[src/rtl/cache_line_fill.sv]
// rtl/cache_line_fill.sv - critical-word-first cache line refill engine
module cache_line_fill #(
  parameter int LOG_NUM_BYTES_PER_LINE = 5,
  parameter bit CRITICAL_FIRST         = 1'b1
) (
  input  logic                              clk,
  input  logic                              rst,
  input  logic                              miss_valid,
  input  logic [31:0]                       miss_addr,
  output logic                              miss_ready,
  output logic                              mem_req,
  output logic [31:0]                       mem_addr,
  input  logic                              mem_ack,
  input  logic [31:0]                       mem_rdata,
  input  logic                              mem_err,
  output logic                              fill_we,
  output logic [LOG_NUM_BYTES_PER_LINE-3:0] fill_word,
  output logic [31:0]                       fill_data,
  output logic [31:0]                       fill_line,
  output logic                              crit_valid,
  output logic                              fill_done,
  output logic                              fill_err
);

  localparam int LB = LOG_NUM_BYTES_PER_LINE;
  localparam int WW = LOG_NUM_BYTES_PER_LINE - 2;

  typedef enum logic [1:0] {IDLE, BURST, DONE} state_t;

  state_t        state;
  logic [WW-1:0] word;
  logic [WW-1:0] beats;
  logic [WW-1:0] word_nxt;
  logic [WW-1:0] start;
  logic          unused_addr_bits;

  assign word_nxt         = word + 1'b1;
  assign start            = CRITICAL_FIRST ? miss_addr[LB-1:2] : '0;
  assign unused_addr_bits = ^miss_addr[1:0];

  always_ff @(posedge clk or negedge rst) begin
    if (!rst) begin
      state      <= IDLE;
      word       <= '0;
      beats      <= '0;
      miss_ready <= 1'b0;
      mem_req    <= 1'b0;
      mem_addr   <= '0;
      fill_we    <= 1'b0;
      fill_word  <= '0;
      fill_data  <= '0;
      fill_line  <= '0;
      crit_valid <= 1'b0;
      fill_done  <= 1'b0;
      fill_err   <= 1'b0;
    end else begin
      fill_we    <= 1'b0;
      crit_valid <= 1'b0;
      fill_done  <= 1'b0;
      fill_err   <= 1'b0;
      case (state)
        IDLE: begin
          // miss_ready is registered, so it comes up one cycle after entering IDLE
          if (miss_valid && miss_ready) begin
            miss_ready <= 1'b0;
            fill_line  <= {miss_addr[31:LB], {LB{1'b0}}};
            word       <= start;
            beats      <= '0;
            mem_req    <= 1'b1;
            mem_addr   <= {miss_addr[31:LB], start, 2'b00};
            state      <= BURST;
          end else begin
            miss_ready <= 1'b1;
          end
        end
        BURST: begin
          if (mem_ack) begin
            if (mem_err) begin
              mem_req  <= 1'b0;
              mem_addr <= '0;
              fill_err <= 1'b1;
              state    <= IDLE;
            end else begin
              fill_we    <= 1'b1;
              fill_word  <= word;
              fill_data  <= mem_rdata;
              crit_valid <= (beats == '0);
              word       <= word_nxt;
              beats      <= beats + 1'b1;
              if (&beats) begin
                mem_req   <= 1'b0;
                mem_addr  <= '0;
                fill_done <= 1'b1;
                state     <= DONE;
              end else begin
                mem_addr <= {fill_line[31:LB], word_nxt, 2'b00};
              end
            end
          end
        end
        DONE: begin
          miss_ready <= 1'b1;
          state      <= IDLE;
        end
        default: state <= IDLE;
      endcase
    end
  end

endmodule

[config.mk]
export PLATFORM = sky130hd
export DESIGN_NAME = cache_line_fill
export DESIGN_NICKNAME = d
export VERILOG_FILES = /design/src/rtl/cache_line_fill.sv
export SDC_FILE = /design/constraint.sdc
export NUM_CORES = 1
export LEC_CHECK = 0
export CAP_MARGIN = 20
export CORE_ASPECT_RATIO = 0.7
export CORE_MARGIN = 1
export CORE_UTILIZATION = 47
export CTS_CLUSTER_DIAMETER = 120
export DETAILED_ROUTE_END_ITERATION = 8
export MAX_ROUTING_LAYER = met4
export PLACE_DENSITY = 0.95
export SKIP_CTS_REPAIR_TIMING = 1
export SYNTH_ARGS = -nofsm -noshare
export SYNTH_HDL_FRONTEND = slang
export SYNTH_SLANG_ARGS = --single-unit
[constraint.sdc]
create_clock -name clk -period 3.4 [get_ports clk]
set_clock_uncertainty 0.1 [all_clocks]
set_input_delay 0.68 -clock clk [delete_from_list [all_inputs] [get_ports clk]]
set_output_delay 0.68 -clock clk [all_outputs]
set_load 0.005 [all_outputs]
==> impl_results.md, run 1 <==
- Ports: 174
- Final setup vio count: 0
- Power Density: 902 mW/mm2
- Synth cell types: 35
- Worst-path maximum fanout: 20
- RSZ-0062 raised after global routing: no
- Final non-filler cell total: 594
- DRC: 0
- Clk slew on worst S/H paths: 0.07 ns
- Clock Tree Buf Depth: 2
- Critical Path RT: 3.56 ns
- First-pass GRT wire length: 17.2 mm
- EDFF count, synth: 0
- Die Wd: 119 um
- Iter 0 DRT Violations: 119
- Final slew viol count: 0
- Max Cap Viol: 0
- Area fraction of the dominant cell type after synthesis: 0.591
- I/O Buffers: 164
- Period Utilization, post-route: 0.672
- Fin. Hold Viols: 0
- Post-Route WL: 10.4 mm
- Critical path capture point type: flip-flop
- Most frequent cells after synthesis: 106 x dfrtp_1, 55 x mux2_1, 38 x mux2_2
- Async set-or-reset flop fraction in the synthesized netlist: 1.00
- Final setup TNS: 0 ns
- RD Place Congestion: 0.735
- Area leader, netlist: dfrtp_1
- Routed vias/inst: 5.18
- Nets: 540
- Worst Path Buf+Inv: 2
- Starting Density: 0.489
- Number of global-route vias before repair: 3359
- Initial antenna violation count: 0
- Leakage power: 2.80 nW
- Min cycle time layout: 2.29 ns
- TritonCTS clock tree: built
- Crit Path Class: in2reg
- Most numerous cell in the Yosys netlist: dfrtp_1
- Yosys reg bits: 106
- Critical path arrival: 2.44 ns
- CTS Root Cell: clkbuf_16
- Detail Placement HPWL: 7.25 mm
- Post-DRT Antenna Nets: 0
- Dominant cells by area after synthesis: dfrtp_1 59%, mux2_1 14%, mux2_2 9.5%, a22o_1 5.7%, buf_4 2.0%
- Share of cells above drive strength 1: 0.138
- Cts bufs inserted: 9
- Worst skew pair latency: 0.34 ns
- Cells after Synth: 304
- Num rows: 29
- Total track usage: 0.229
- Vias: 3079
- Largest net degree at the start of global routing: 60
- Slew headroom: 0.551
- Fill count: 624
- Core ar.: 0.00918 mm2
- Worst ir drop on vdd: 0.523 mV
- Clock sinks: 106
- Register area share after synthesis: 0.591
- CP delay by family, top: buffers and inverters
- Tightest Hold Check Type: in2async
- Element type at the critical path start: input pin
- Post-synth top flop: dfrtp_1
- Drt pass-1 iters: 4
- Slowest CP cell: clkdlybuf4s50_1
- Worst path cell trace: clkdlybuf4s50_1 -> nor4bb_4 -> buf_4 -> or2_1 -> mux2i_1
- Area delta synth->final: 45.3%
- Die area: 0.00995 mm2
- Status: completed
- Worst-Margin Slew: 0.672 ns
- Die height: 83.8 um
- Inst Count DP: 579
- Syn avg cell area: 14.8 um2
- Yosys Warn Count: 0
- Wire per inst: 17.6 um
- F_max: 438 MHz
- CP peak stage delay: 0.58 ns
- H-tree levels: 3
- N_diodes: 0
- Mapped Area: 0.00449 mm2
- Global route overflow: 0
power by group:
group          internal, mW  switching [mW]
sequential             1.87           0.377
combinational          1.71           0.906
clock                 0.588           0.436
metal layers:
metal	part of all wire	global-route usage
met1	0.43	0.286
met2	0.51	0.382
met3	0.054	0.0567
met4	0.0077	0.0483
met5	0	-
worst register-to-register path: stages (launching register included):
cell and delay (ns):
dfrtp_1 0.52, nor4bb_4 0.32, buf_4 0.47, or2_1 0.32, mux2i_1 0.24
sequential cells by signal (all words and copies together) (netlist names):
signal	flops
state	2
fill_line	27
fill_word	3
mem_addr	30
fill_data	32
word	3
beats	3
fill_done	1
crit_valid	1
fill_err	1
mem_req	1
miss_ready	1
fill_we	1
per-stage QoR:
step                utilization  total power [mW]  cell area [um2]  hold WS (ns)  worst slack [ns]
floorplan                     -              3.36             4510         0.284              1.59
global placement          0.679              4.76             6230         0.362             0.877
detailed placement        0.679              4.91             6230         0.374             0.783
CTS                       0.711              5.97             6520         0.265              1.13
global route              0.711              6.25             6520         0.285              1.01
finish                    0.711              5.88             6520         0.248              1.11
cell families (layout without fill, tap and decap cells):
group | after synthesis | in the layout | synth area share
multiplexers | 95 | 95 | 0.238
adder cells (fa/ha/maj) | 5 | 5 | 0.0139
flip-flops | 106 | 106 | 0.591
XOR/XNOR | 1 | 1 | 0.00195
AND/OR/NAND/NOR | 20 | 20 | 0.0301
other | 1 | 7 | 0.000835
AO/OA/AOI/OAI | 43 | 43 | 0.0766
buffers and inverters | 33 | 193 | 0.0479
final cells by class:
class                           instances  area (um2)  area share
Tap cell                              124         155      0.0238
Sequential cell                       106        2650       0.407
Clock buffer                           11         243      0.0372
Timing Repair Buffer                  172        1710       0.262
Clock inverter                          4        51.3     0.00786
Multi-Input combinational cell        171        1690       0.259
Inverter                                6        22.5     0.00345
path summary, 6_finish.rpt:
check,start,endpoint,slack (ns),cells past startpoint
worst min register to register,mem_req,mem_req,0.38,1
worst max register to register,state[1],beats[1],1.36,4
worst min-delay path,rst,fill_data[20],0.25,1
min in group clk,mem_req,mem_req,0.38,1
max in group asynchronous,rst,fill_we,2.20,2
worst max-delay path,mem_err,beats[1],1.11,5
layout by cell type, fill, tap and decap left out, drive strengths merged, types with 2 or more instances in the layout:
cell type      synthesis  layout
clkdlybuf4s50          0     163
dfrtp                106     106
mux2                  93      93
a22o                  29      29
clkbuf                 3      11
buf                   24       9
conb                   1       7
inv                    6       7
nand2                  6       6
ha                     5       5
a21oi                  3       3
nor4bb                 2       2
and2                   2       2
nor3                   2       2
a21o                   2       2
o22ai                  2       2
a22oi                  2       2
mux2i                  2       2
o21ai                  2       2
Note: power is estimated with default switching activity, not from simulation.
==> inputs of run 2 (changes only) <==
Settings changed: CORE_UTILIZATION 47 to 40, PLACE_DENSITY 0.95 to 0.87.
Clock period 3.4 ns to 2 ns, I/O delays scaled along.
==> impl_results.md, run 2 (synthesized netlist as in run 1, its figures left out) <==
- Clock Tree Buf Depth: 2
- Worst ir drop on vdd: 0.889 mV
- Pwr Total: 10.0 mW
- Global route overflow: 0
- Total track usage: 0.189
- Core ar.: 0.0106 mm2
- RD Place Congestion: 0.766
- Reg2Reg Depth: 4
- Reg-to-Reg Start: state[1]
- DRC: 0
- Most frequent cells in the layout: 163 x clkdlybuf4s50_1, 106 x dfrtp_1, 55 x mux2_1
- Largest register FFs: 32
- Cts bufs inserted: 9
- Critical Path RT: 2.16 ns
- Nets: 548
- Routing usage on met1: 0.232
- Vias: 3075
- Status: completed
- N_diodes: 0
- I/O Buffers: 164
- Area delta synth->final: 48.1%
- Element type at the critical path start: flip-flop
- Fin. Hold Viols: 0
- Drt pass-1 iters: 4
- TritonCTS clock tree: built
- Wire per inst: 16.4 um
- Multi-input logic area: 0.00169 mm2
- Tightest Hold Check Type: in2async
- Register Area: 0.00265 mm2
- Number of global-route vias before repair: 3255
- Final worst slack: 0.136 ns
- Busiest grt layer: met2
- Min cycle time layout: 1.86 ns
- RSZ-0062 raised after global routing: no
- GRT met2 Usage: 0.307
- Slew headroom: 0.631
- Worst-Margin Slew: 0.554 ns
- H-tree levels: 3
- Detail Placement HPWL: 7.32 mm
- Ports: 174
- Pre-CTS setup slack: -0.154 ns
- Power Density: 1510 mW/mm2
- Share of cells above drive strength 1: 0.157
- Final non-filler cell total: 627
- Num rows: 31
- First-pass GRT wire length: 16.5 mm
- Largest net degree at the start of global routing: 107
- Final setup vio count: 0
- CTS Root Cell: clkbuf_16
- Commonest non-fill, non-tap cell in the layout: clkdlybuf4s50_1
- Met3 Use GR: 0.0557
- Die area: 0.0117 mm2
- Worst skew pair latency: 0.33 ns
- Starting Density: 0.422
- Clock sinks: 106
- Max Cap Viol: 0
- Critical path arrival: 2.02 ns
- Post-DRT Antenna Nets: 0
- Final slew viol count: 0
- Final hold slack: 0.0218 ns
- Critical path capture point type: flip-flop
- Die height: 90.6 um
- Clk slew on worst S/H paths: 0.07 ns
- Crit Path Class: reg2reg
- CP startpoint: state[1]
- Fill count: 846
- Iter 0 DRT Violations: 82
- Initial antenna violation count: 0
- Worst-path maximum fanout: 6
- Leakage power: 2.85 nW
- Die Wd: 129 um
- Routed vias/inst: 4.90
- Post-Route WL: 10.3 mm
- F_max: 537 MHz
- Inst Count DP: 611
- Period Utilization, post-route: 0.932
- Largest register by flop count: fill_data
- Largest registers in the final layout: fill_data: 32 flops, mem_addr: 30 flops, fill_line: 27 flops
- Final setup TNS: 0 ns
-- run 2: changes by cell type in the layout (fill, tap and decap cells not counted) --
| cell | previous run | this run |
|---|---|---|
| clkinv_4 | 0 | 1 |
| buf_12 | 1 | 4 |
| clkbuf_8 | 1 | 2 |
| buf_4 | 8 | 13 |
| clkinvlp_4 | 1 | 2 |
| bufinv_16 | 1 | 0 |
| clkbuf_1 | 1 | 0 |
-- run 2: through the flow --
stage	cell area (um2)	utilization
2_1_floorplan	4510	-
3_3_place_gp	6360	0.598
3_5_place_dp	6360	0.598
4_1_cts	6650	0.626
5_1_grt	6650	0.626
6_report	6650	0.626
-- run 2: final cells by class --
class	instances	share of cell area
Multi-Input combinational cell	171	0.254
Tap cell	148	0.0279
Sequential cell	106	0.399
Timing Repair Buffer	180	0.272
Clock inverter	5	0.00565
Inverter	6	0.00339
Clock buffer	11	0.0380
-- run 2: where the power goes --
group,switching (mW),leakage (nW),internal (mW)
Combinational,1.55,1.43,3.01
Clock,0.775,0.138,0.917
Sequential,0.629,1.28,3.17
Total,2.95,2.85,7.10
-- run 2: path summary, 6_finish.rpt --
path / end / slack [ns]
min in group clk: mem_req / 0.38
max reg2reg: beats[1] / 0.14
max: beats[1] / 0.14
min: fill_data[29] / 0.02
min reg2reg: mem_req / 0.38
max in group asynchronous: state[1] / 1.35
-- run 2: worst max-delay path, cell delays in order, from the launching register on --
cell,delay [ns]
dfrtp_1,0.53
nor4bb_4,0.47
buf_4,0.21
or2_1,0.26
mux2i_1,0.23
-- run 2: routing by layer --
layer  up-vias  wire length (um)
li1       1425                 -
met1      1546              4520
met2        98              5060
met3         6               624
met4         0                67
met5         -                 0
